$ cat config.mk
export PLATFORM = sky130hd
export DESIGN_NAME = inst_fetch_unit
export DESIGN_NICKNAME = d
export VERILOG_FILES = /design/src/rtl/inst_fetch_unit.sv
export SDC_FILE = /design/constraint.sdc
export NUM_CORES = 1
export LEC_CHECK = 0
export ABC_AREA = 1
export CORE_MARGIN = 3
export CORE_UTILIZATION = 50
export CTS_CLUSTER_DIAMETER = 30
export DETAILED_ROUTE_END_ITERATION = 12
export HOLD_SLACK_MARGIN = 0.06
export PLACE_DENSITY_LB_ADDON = 0.15
export SLEW_MARGIN = 20
export SYNTH_ARGS = -nofsm -noshare
export SYNTH_HDL_FRONTEND = slang
export SYNTH_SLANG_ARGS = --single-unit
$ cat constraint.sdc
create_clock -name clk -period 2.6 [get_ports clk]
set_input_delay 0.39 -clock clk [delete_from_list [all_inputs] [get_ports clk]]
set_output_delay 0.39 -clock clk [all_outputs]
set_load 0.05 [all_outputs]
$ cat src/rtl/inst_fetch_unit.sv
// Instruction fetch unit: owns the PC, reads synchronous instruction memory and
// hands each word to the instruction register with a one-cycle load_IR strobe.
module inst_fetch_unit #(
  parameter int              PC_W     = 14,
  parameter int              INS_W    = 19,
  parameter logic [PC_W-1:0] RESET_PC = {PC_W{1'b0}}
) (
  input  logic             clk,
  input  logic             rst,
  output logic             imem_rd_en,
  output logic [PC_W-1:0]  imem_addr,
  input  logic [INS_W-1:0] imem_rdata,
  input  logic             ex_ready,
  input  logic             redirect_valid,
  input  logic [PC_W-1:0]  redirect_target,
  input  logic             br_fall,
  output logic [INS_W-1:0] ins,
  output logic             load_IR,
  output logic [PC_W-1:0]  pc_out,
  output logic             halted,
  output logic [4:0]       illegal_op
);

  localparam logic [2:0] S_IDLE  = 3'd0;
  localparam logic [2:0] S_REQ   = 3'd1;
  localparam logic [2:0] S_WAIT  = 3'd2;
  localparam logic [2:0] S_ISSUE = 3'd3;
  localparam logic [2:0] S_BWAIT = 3'd4;
  localparam logic [2:0] S_HALT  = 3'd5;

  logic [2:0]       state_r;
  logic [2:0]       state_nxt_s;
  logic [PC_W-1:0]  pc_r;
  logic [PC_W-1:0]  pc_nxt_s;
  logic [PC_W-1:0]  pc_inc_s;
  logic [INS_W-1:0] ins_r;
  logic [PC_W-1:0]  pc_out_r;
  logic             halted_r;
  logic [4:0]       illegal_op_r;
  logic [4:0]       opcode_s;
  logic             illegal_s;
  logic             load_s;
  logic             capture_s;
  logic             halt_s;

  assign opcode_s  = ins_r[INS_W-1 -: 5];
  assign illegal_s = opcode_s[4];
  assign pc_inc_s  = pc_r + {{(PC_W-1){1'b0}}, 1'b1};

  // Output strobes and the WAIT-capture / halt qualifiers.
  always_comb begin
    load_s    = 1'b0;
    capture_s = 1'b0;
    halt_s    = 1'b0;
    if (state_r == S_ISSUE) begin
      load_s = ex_ready && !redirect_valid && !illegal_s;
      halt_s = !redirect_valid && illegal_s;
    end else begin
      load_s = 1'b0;
      halt_s = 1'b0;
    end
    if (state_r == S_WAIT) begin
      capture_s = !redirect_valid;
    end else begin
      capture_s = 1'b0;
    end
  end

  // Next state and next PC; a redirect overrides everything while fetching.
  always_comb begin
    state_nxt_s = state_r;
    pc_nxt_s    = pc_r;
    case (state_r)
      S_IDLE: state_nxt_s = S_REQ;
      S_REQ, S_WAIT: begin
        if (redirect_valid) begin
          pc_nxt_s    = redirect_target;
          state_nxt_s = S_REQ;
        end else begin
          state_nxt_s = (state_r == S_REQ) ? S_WAIT : S_ISSUE;
        end
      end
      S_ISSUE: begin
        if (redirect_valid) begin
          pc_nxt_s    = redirect_target;
          state_nxt_s = S_REQ;
        end else if (illegal_s) begin
          state_nxt_s = S_HALT;
        end else if (ex_ready) begin
          if (opcode_s < 5'd12) begin
            pc_nxt_s    = pc_inc_s;
            state_nxt_s = S_REQ;
          end else if (opcode_s >= 5'd14) begin
            // Direct jump: target lives in the low PC_W bits of the word.
            pc_nxt_s    = ins_r[PC_W-1:0];
            state_nxt_s = S_REQ;
          end else begin
            state_nxt_s = S_BWAIT;
          end
        end else begin
          state_nxt_s = S_ISSUE;
        end
      end
      S_BWAIT: begin
        if (redirect_valid) begin
          pc_nxt_s    = redirect_target;
          state_nxt_s = S_REQ;
        end else if (br_fall) begin
          pc_nxt_s    = pc_inc_s;
          state_nxt_s = S_REQ;
        end else begin
          state_nxt_s = S_BWAIT;
        end
      end
      S_HALT:  state_nxt_s = S_HALT;
      default: state_nxt_s = S_IDLE;
    endcase
  end

  // State, PC, captured word and halt status registers.
  always_ff @(posedge clk) begin
    if (rst) begin
      state_r      <= S_IDLE;
      pc_r         <= RESET_PC;
      ins_r        <= {INS_W{1'b0}};
      pc_out_r     <= {PC_W{1'b0}};
      halted_r     <= 1'b0;
      illegal_op_r <= 5'd0;
    end else begin
      state_r <= state_nxt_s;
      pc_r    <= pc_nxt_s;
      if (capture_s) begin
        ins_r    <= imem_rdata;
        pc_out_r <= pc_r;
      end
      if (halt_s) begin
        halted_r     <= 1'b1;
        illegal_op_r <= opcode_s;
      end
    end
  end

  assign imem_rd_en = (state_r == S_REQ);
  assign imem_addr  = pc_r;
  assign load_IR    = load_s;
  assign ins        = ins_r;
  assign pc_out     = pc_out_r;
  assign halted     = halted_r;
  assign illegal_op = illegal_op_r;

endmodule
==> summary.md, run 1 <==
Compared with the post-synthesis result, the final layout area differs by 37.3%. The clock transition time at the flip-flop clock pins of the worst setup and hold paths came out at 0.09 ns. Derived from the worst setup path, the maximum achievable clock frequency is 456 MHz. Across the run, the number of max-cap violations was 0. Input and output buffers added on the ports amount to 92. The startpoint of the worst register-to-register path was imem_addr[0]$_SDFFE_PP0P_. Among all flip-flop cells after synthesis, the most frequent one is sky130_fd_sc_hd__dfxtp_1. The worst path uses 84.3% of the clock period. The first global-routing pass estimated 12800 um of wire. Of all cell types, the one taking the most synthesized area is sky130_fd_sc_hd__dfxtp_1. The final layout contains 538 nets. For the die area, the log shows 0.00659 sq mm. Sorting the synthesized cells by area gives the leading types as sky130_fd_sc_hd__dfxtp_1 (40%), sky130_fd_sc_hd__a21oi_1 (12%), sky130_fd_sc_hd__o21ai_0 (8.7%), sky130_fd_sc_hd__nand2_1 (8.5%), sky130_fd_sc_hd__inv_1 (7.6%). In this run the most critical hold path is launched from pc_out[2]$_SDFFE_PP0P_. The tools report the count of cells resized by post-cts repair as 0. The detailed router finished its first iteration with 214 violations. Entering global routing, the biggest net connects 43 pins. Dividing total power by cell area gives a power density of 472 mW/mm^2. The endpoint with the worst hold slack was pc_out[2]$_SDFFE_PP0P_. The detailed-route vias per instance was 5.29; the overall fraction of global-route tracks in use was 24.4%. The tools report the clock latency reported for the late side of the worst-skew pair as 0.31 ns. In this run the clock root is driven by a sky130_fd_sc_hd__clkbuf_8. The number of storage elements in the synthesis netlist works out to 56. Counting instances in the post-synthesis netlist gives the leading cell types as sky130_fd_sc_hd__a21oi_1 (68), sky130_fd_sc_hd__nand2_1 (64), sky130_fd_sc_hd__inv_1 (57). In this run the horizontal extent of the chip is 81.2 um. The reg2reg setup slack was 0.70 ns; the worst slew slack as a fraction of its limit was 65.5%. The mean area per synthesized cell came out at 6.83 sq um. In the routed design, unresolved DRC markers number 0. The tools report the reg-to-reg endpoint as imem_addr[13]$_SDFFE_PP0P_. The clock passes through at most 2 buffers. The top cell type by area accounts for 39.6% of the synthesized area. The number of enable flip-flop cells after synthesis came out at 0.

After detailed routing, the average wire length per cell comes to 13.8 um. During synthesis, Yosys emitted a total of 0 warnings. By startpoint and endpoint, the worst setup path is classified as flop to output port.

Share of cells above drive strength 1: 8.42%. Of all nets on the critical path, the largest fanout is 7. The die is 81.2 um tall. Core occupancy in the finished layout: 73.2%.

The run gives 39.6% as the post-synthesis sequential area ratio. For this design, the sink count on the clock tree is 56. The count of buffers added by post-CTS timing repair for setup is 0, and the overall via count from detail_route is 3012. The static leakage is 1.48 nW, and the clock period minus worst slack is 2.19 ns.

Counting every instance in the synthesized netlist gives 414. The number of endpoints failing setup at the final stage came out at 0. The category of the worst setup path launch point is a flop.

The cell with the most instances after synthesis was sky130_fd_sc_hd__a21oi_1. The tools report the final number of max-transition violations as 0. The worst-case IR drop observed on VDD is 0.000299 V. The number of distinct library cells after synthesis was 32.

The initial antenna violation count was 0; the number of global-route vias before repair was 2761. The share of flip-flops with an asynchronous set or reset after synthesis is 0%. The number of antenna diodes in the final layout is 0. The run gives 0 as the number of hold violations in the final report.

The core region is 0.00530 sq mm. Setup total negative slack on the finished layout was measured at 0 ns. For the total overflow reported by the global router, the log shows 0. Setup repair after global routing left no endpoint under its margin. TritonCTS built the clock tree. The design draws 1.83 mW. The initial utilization of the core area, before any placement, comes to 53.3%.

Summed over all layers, the routed wires come to 7830 um. The run gives 0.00283 sq mm as the cell area after technology mapping. STA puts the critical path data required time at 2.21 ns. The category of the worst setup path capture point was an output port. The count of nets left with antenna violations after detail routing came out at 0.

The depth of the worst hold-timing path works out to 2. Between clock sinks in the finished design, the worst skew comes to 0.0105 ns. The transition at the pin with the smallest max-transition slack came out at 0.516 ns. After legalization and detailed placement, the total HPWL measured 5700 um.

The flow ran to the end, and the final reports show no timing, DRC or antenna violations. The number of buffers added by the clock tree synthesis step was 5; the detailed-router iteration count before antenna repair was 5. Routability-driven placement finished with a final weighted congestion of 0.991. In this run the count of I/O pins placed on the die edge is 93.

The arrival time reported for the critical path endpoint is 1.80 ns, and the count of cells along the worst register-to-register path is 9. The initialized floorplan defines 26 standard-cell rows. The number of H-tree branching levels was 2. Hold repair after CTS inserted 0 buffers.

The number of nets handed over by synthesis was 453. In this run the worst hold path is classified as flop to flop.
layout by cell type (no fill, tap or decap), types with 2 or more instances in the layout:
master / n
sky130_fd_sc_hd__a21oi_1: 68
sky130_fd_sc_hd__a21oi_2: 3
sky130_fd_sc_hd__buf_4: 6
sky130_fd_sc_hd__clkbuf_8: 5
sky130_fd_sc_hd__clkdlybuf4s50_1: 91
sky130_fd_sc_hd__dfxtp_1: 56
sky130_fd_sc_hd__inv_1: 57
sky130_fd_sc_hd__inv_2: 6
sky130_fd_sc_hd__nand2_1: 64
sky130_fd_sc_hd__nand2_2: 4
sky130_fd_sc_hd__nand3_1: 13
sky130_fd_sc_hd__nand3_2: 2
sky130_fd_sc_hd__nand4_1: 5
sky130_fd_sc_hd__nor2_1: 33
sky130_fd_sc_hd__nor2_2: 6
sky130_fd_sc_hd__nor2_4: 3
sky130_fd_sc_hd__nor3_1: 3
sky130_fd_sc_hd__o21ai_0: 49
sky130_fd_sc_hd__o21ai_1: 7
sky130_fd_sc_hd__xor2_1: 4
critical path: stages, from the launching register on:
cell and delay (ns):
sky130_fd_sc_hd__dfxtp_1 0.48, sky130_fd_sc_hd__nand3_1 0.15, sky130_fd_sc_hd__inv_1 0.07, sky130_fd_sc_hd__clkdlybuf4s50_1 0.79
flip-flops by register name (all words and copies together) (netlist names):
signal      count
illegal_op      5
state_r         3
pc_out         14
imem_addr      14
halted          1
ins            19
worst max-delay path by stage:
stage | start | to | slack [ns] | depth (start not counted)
final | state_r[0]$_SDFF_PP0_ | imem_rd_en | 0.41 | 3
after floorplan | state_r[1]$_SDFF_PP0_ | load_IR | 0.40 | 4
after detailed placement | redirect_valid | imem_addr[1]$_SDFFE_PP0P_ | 0.44 | 9
after global routing | state_r[1]$_SDFF_PP0_ | load_IR | 0.30 | 5
after global placement | redirect_valid | imem_addr[1]$_SDFFE_PP0P_ | 0.51 | 9
after CTS | state_r[0]$_SDFF_PP0_ | imem_rd_en | 0.41 | 3
final cells by class:
type / count / area (sq um)
Sequential cell: 56 / 1120
Inverter: 63 / 236
Multi-Input combinational cell: 275 / 1380
Clock inverter: 2 / 12.5
Timing Repair Buffer: 98 / 976
Clock buffer: 5 / 68.8
Fill cell: 454 / 1420
Tap cell: 70 / 87.6
per-layer routing:
layer  share of wire [%]  vias to the layer above  global-route usage, %
met4                 1.2                        0                   6.93
met3                 6.9                       11                   5.32
met5                   0                        -                      0
met2                  48                      123                   40.5
met1                  44                     1375                   31.9
li1                    -                     1503                      -
cell families after synthesis:
group | after synthesis | share of synthesized area [%]
XOR/XNOR | 5 | 1.55
AND/OR/NAND/NOR | 138 | 22.6
flip-flops | 56 | 39.6
adder cells (fa/ha/maj) | 1 | 0.442
AO/OA/AOI/OAI | 131 | 24.0
buffers and inverters | 83 | 11.8
per-stage QoR:
step	instance area, sq um	std cells	setup slack, ns	hold slack, ns
6_report	3880	569	0.408	0.444
5_1_grt	3880	569	0.300	0.463
4_1_cts	3880	569	0.410	0.448
3_5_place_dp	3800	562	0.441	0.434
2_1_floorplan	2830	414	0.396	0.562
3_3_place_gp	3800	562	0.514	0.431
power by group:
part	internal [mW]	switching [mW]	leakage, nW
clock	0.183	0.280	0.0400
combinational	0.164	0.258	0.980
sequential	0.893	0.0515	0.455
Note: power is estimated with default switching activity, not from simulation.
==> inputs of run 2 (changes only) <==
CORE_UTILIZATION = 42   (was 50)
clock period = 1.76 ns   (was 2.6 ns; I/O delays follow)
==> run 2 against run 1 <==
Effect of this change:
- count of clock-buffer cells in the layout up 3
- combinational power rose by 61%
- largest power group unchanged
- setup slack got worse by 0.39 ns
- die area is 18% higher
==> summary.md, run 2 (synthesized netlist as in run 1, its figures left out) <==
Relative to the synthesized area, the layout overhead comes to 44.6%. For the initial cell density of the core, the log shows 44.0%. The worst-case vdd ir drop is 0.000382 V, and the transition at the pin with the smallest max-transition slack is 0.521 ns.

Buffers inserted during clock tree synthesis total 5. The worst hold path belongs to the class flop to flop. After detailed routing, the number of remaining DRC violations is 0. In the final layout, the share of cells above drive strength 1 is 19.3%.

The post-route cell area was 0.00409 sq mm. In the final routed layout, each cell accounts on average for 13.5 um. The first routing iteration left 132 violations.

The run gives 29 as the number of rows in the core area. The die outline height was 88.1 um. Category of the worst setup path launch point: an input pin. The first-pass GRT wire length was 12800 um. The number of hold violations in the final report is 0. The H-tree was split into 2 levels.

0 antenna diodes ended up in the layout. The final number of max-transition violations was 0. OpenSTA, run right after detailed placement, puts the worst setup slack at -0.00635 ns. Entering global routing, the biggest net connects 27 pins. Walking the worst path, the cells encountered are clkdlybuf4s50_1 > buf_4 > nor2_4 > inv_1 > nor3_4 > buf_12. The run gives 2776 as the number of global-route vias before repair.

The required time of the worst setup path is 1.50 ns, and the number of placed I/O pins is 93. In this run, the combinational gates consume 24.5% of the power. The number of placed instances, taps included, is 585. The worst pin sits at a relative slew slack of 65.2%.

The slowest stage cell on the critical path is sky130_fd_sc_hd__clkdlybuf4s50_1. The run finished with clean final reports. The library cell used most frequently in the layout, excluding fill and tap cells, is sky130_fd_sc_hd__a21oi_1. The cell family contributing the most delay on the critical path was buffers and inverters. The total cell area at the placement stage came out at 0.00394 sq mm. The number of hold buffers added after CTS was 0; the detailed-route vias per instance was 5.05.

For the internal cell power, the log shows 1.92 mW. TritonCTS built the clock tree. Summed over all nets, the switching power comes to 0.865 mW. The routed wire length was 8060 um; the count of nets left with antenna violations after detail routing was 0.

After layout, the worst path uses 98.7% of the clock period. For this run, the share of the core covered by cells in the final layout is 63.6%. The worst setup slack after layout was 0.0230 ns. Clock skew on the completed layout was measured at 0.00789 ns. Data on the critical path arrives at its endpoint at 1.47 ns. The root buffer cell chosen for the clock tree is sky130_fd_sc_hd__clkbuf_8. The clock latency reported for the late side of the worst-skew pair was 0.31 ns; the routability congestion estimate from global placement was 0.917. The depth of the critical timing path with buffers and inverters included was 6; the highest achievable clock rate was 576 MHz. Number of endpoints failing setup at the final stage: 0. Post-layout instance count excluding filler cells: 595.

Per report_power, the sequential group accounts for 49.8% of the total. The tool flagged a number of max-cap violations equal to 0. The type of the worst setup path was input pin to output port. The logs give 4 for the detailed-router iteration count before antenna repair and 0 for the total overflow reported by the global router. The register with the most flip-flops in the layout has 19 of them.

Total core area: 0.00642 sq mm. Setup repair after global routing could not meet its margin everywhere. The routed layout has 3004 vias.

STA classifies the critical path endpoint as an output port. The tools report the count of clock tree sinks as 56. The power per cell area was 681 mW/mm^2; the count of cells along the worst register-to-register path was 10. The static leakage came out at 1.80 nW. Detailed placement ended at an HPWL of 6120 um.

The longest clock path from root to sink contains 2 buffers. The initial antenna violation count was 0; the critical path buffer and inverter count was 4. For the overall fraction of global-route tracks in use, the log shows 20.6%. After clock tree synthesis, the clock-pin slew on the worst setup and hold paths is 0.09 ns. The tools report the post-layout net count as 556. The die covers 0.00775 sq mm. In the layout the commonest cells are sky130_fd_sc_hd__a21oi_1 (68), sky130_fd_sc_hd__nand2_1 (64), sky130_fd_sc_hd__inv_1 (57).

Number of filler instances in the final layout: 597. The depth of the worst hold-timing path came out at 2. Of the total power, the share spent switching nets is 31.1%. The width of the die is 88.1 um. The proportion of power drawn by the clock network is 25.8%. Buffers placed on the I/O ports in this run total 92. In this run the worst path has a maximum fanout of 4.

The delay of the slowest critical-path stage is 0.47 ns, and the clock period minus worst slack is 1.74 ns.
==> run 2: what timing repair did <==
action,4_1_cts,5_1_grt
gates resized for setup,2,13
setup buffers,0,2
endpoints found under the setup margin,1,9
pin swaps,0,2
==> run 2: layer usage <==
| layer | wire length (um) | GRT usage [%] | up-vias |
|---|---|---|---|
| li1 | - | - | 1543 |
| met1 | 3450 | 26.8 | 1339 |
| met2 | 3800 | 34.5 | 112 |
| met3 | 726 | 5.08 | 10 |
| met4 | 82 | 4.95 | 0 |
| met5 | 0 | 0 | - |
==> run 2: final cells by class <==
class                           instances  area (sq um)  share of cell area (%)
Clock buffer                            8          90.1                    2.20
Inverter                               63           239                    5.85
Multi-Input combinational cell        275          1400                    34.2
Sequential cell                        56          1130                    27.7
Tap cell                               77          96.3                    2.36
Timing Repair Buffer                  116          1130                    27.7
==> run 2: per-stage QoR <==
step	hold WS [ns]	power [mW]	TNS [ns]
3_5_place_dp	0.433	2.09	-0.00657
2_1_floorplan	0.443	1.80	0
3_3_place_gp	0.429	2.08	0
4_1_cts	0.448	2.80	0
6_report	0.444	2.79	0
5_1_grt	0.460	2.91	-0.0347
==> run 2: power by group through the flow <==
stage          combinational [mW]  sequential, mW  clock (mW)
2_1_floorplan               0.230            1.57           0
3_3_place_gp                0.668            1.42           0
3_5_place_dp                0.677            1.42           0
4_1_cts                     0.680            1.39       0.736
5_1_grt                     0.733            1.40       0.784
6_report                    0.681            1.39       0.717
==> run 2: worst register-to-register path, stage by stage (launching register included) <==
cell	delay, ns
sky130_fd_sc_hd__dfxtp_2	0.36
sky130_fd_sc_hd__inv_4	0.09
sky130_fd_sc_hd__nand3_4	0.10
sky130_fd_sc_hd__buf_4	0.15
sky130_fd_sc_hd__nand2_2	0.07
sky130_fd_sc_hd__nand2_2	0.06
sky130_fd_sc_hd__buf_4	0.20
sky130_fd_sc_hd__a21oi_1	0.14
sky130_fd_sc_hd__nand2_1	0.07
sky130_fd_sc_hd__a21oi_1	0.17
sky130_fd_sc_hd__nor2_1	0.07
==> run 2: path summary, 6_finish.rpt <==
kind	from	end	slack, ns
setup / recovery	redirect_valid	load_IR	0.02
setup reg to reg	state_r[2]$_SDFF_PP0_	imem_addr[2]$_SDFFE_PP0P_	0.19
hold reg to reg	pc_out[4]$_SDFFE_PP0P_	pc_out[4]$_SDFFE_PP0P_	0.44
hold / removal	pc_out[4]$_SDFFE_PP0P_	pc_out[4]$_SDFFE_PP0P_	0.44
==> inputs of run 3 (changes only) <==
CTS_CLUSTER_SIZE = 28   (was default)
==> results of run 3 <==
No change in the layout: final DEF, timing and power equal those of run 2.
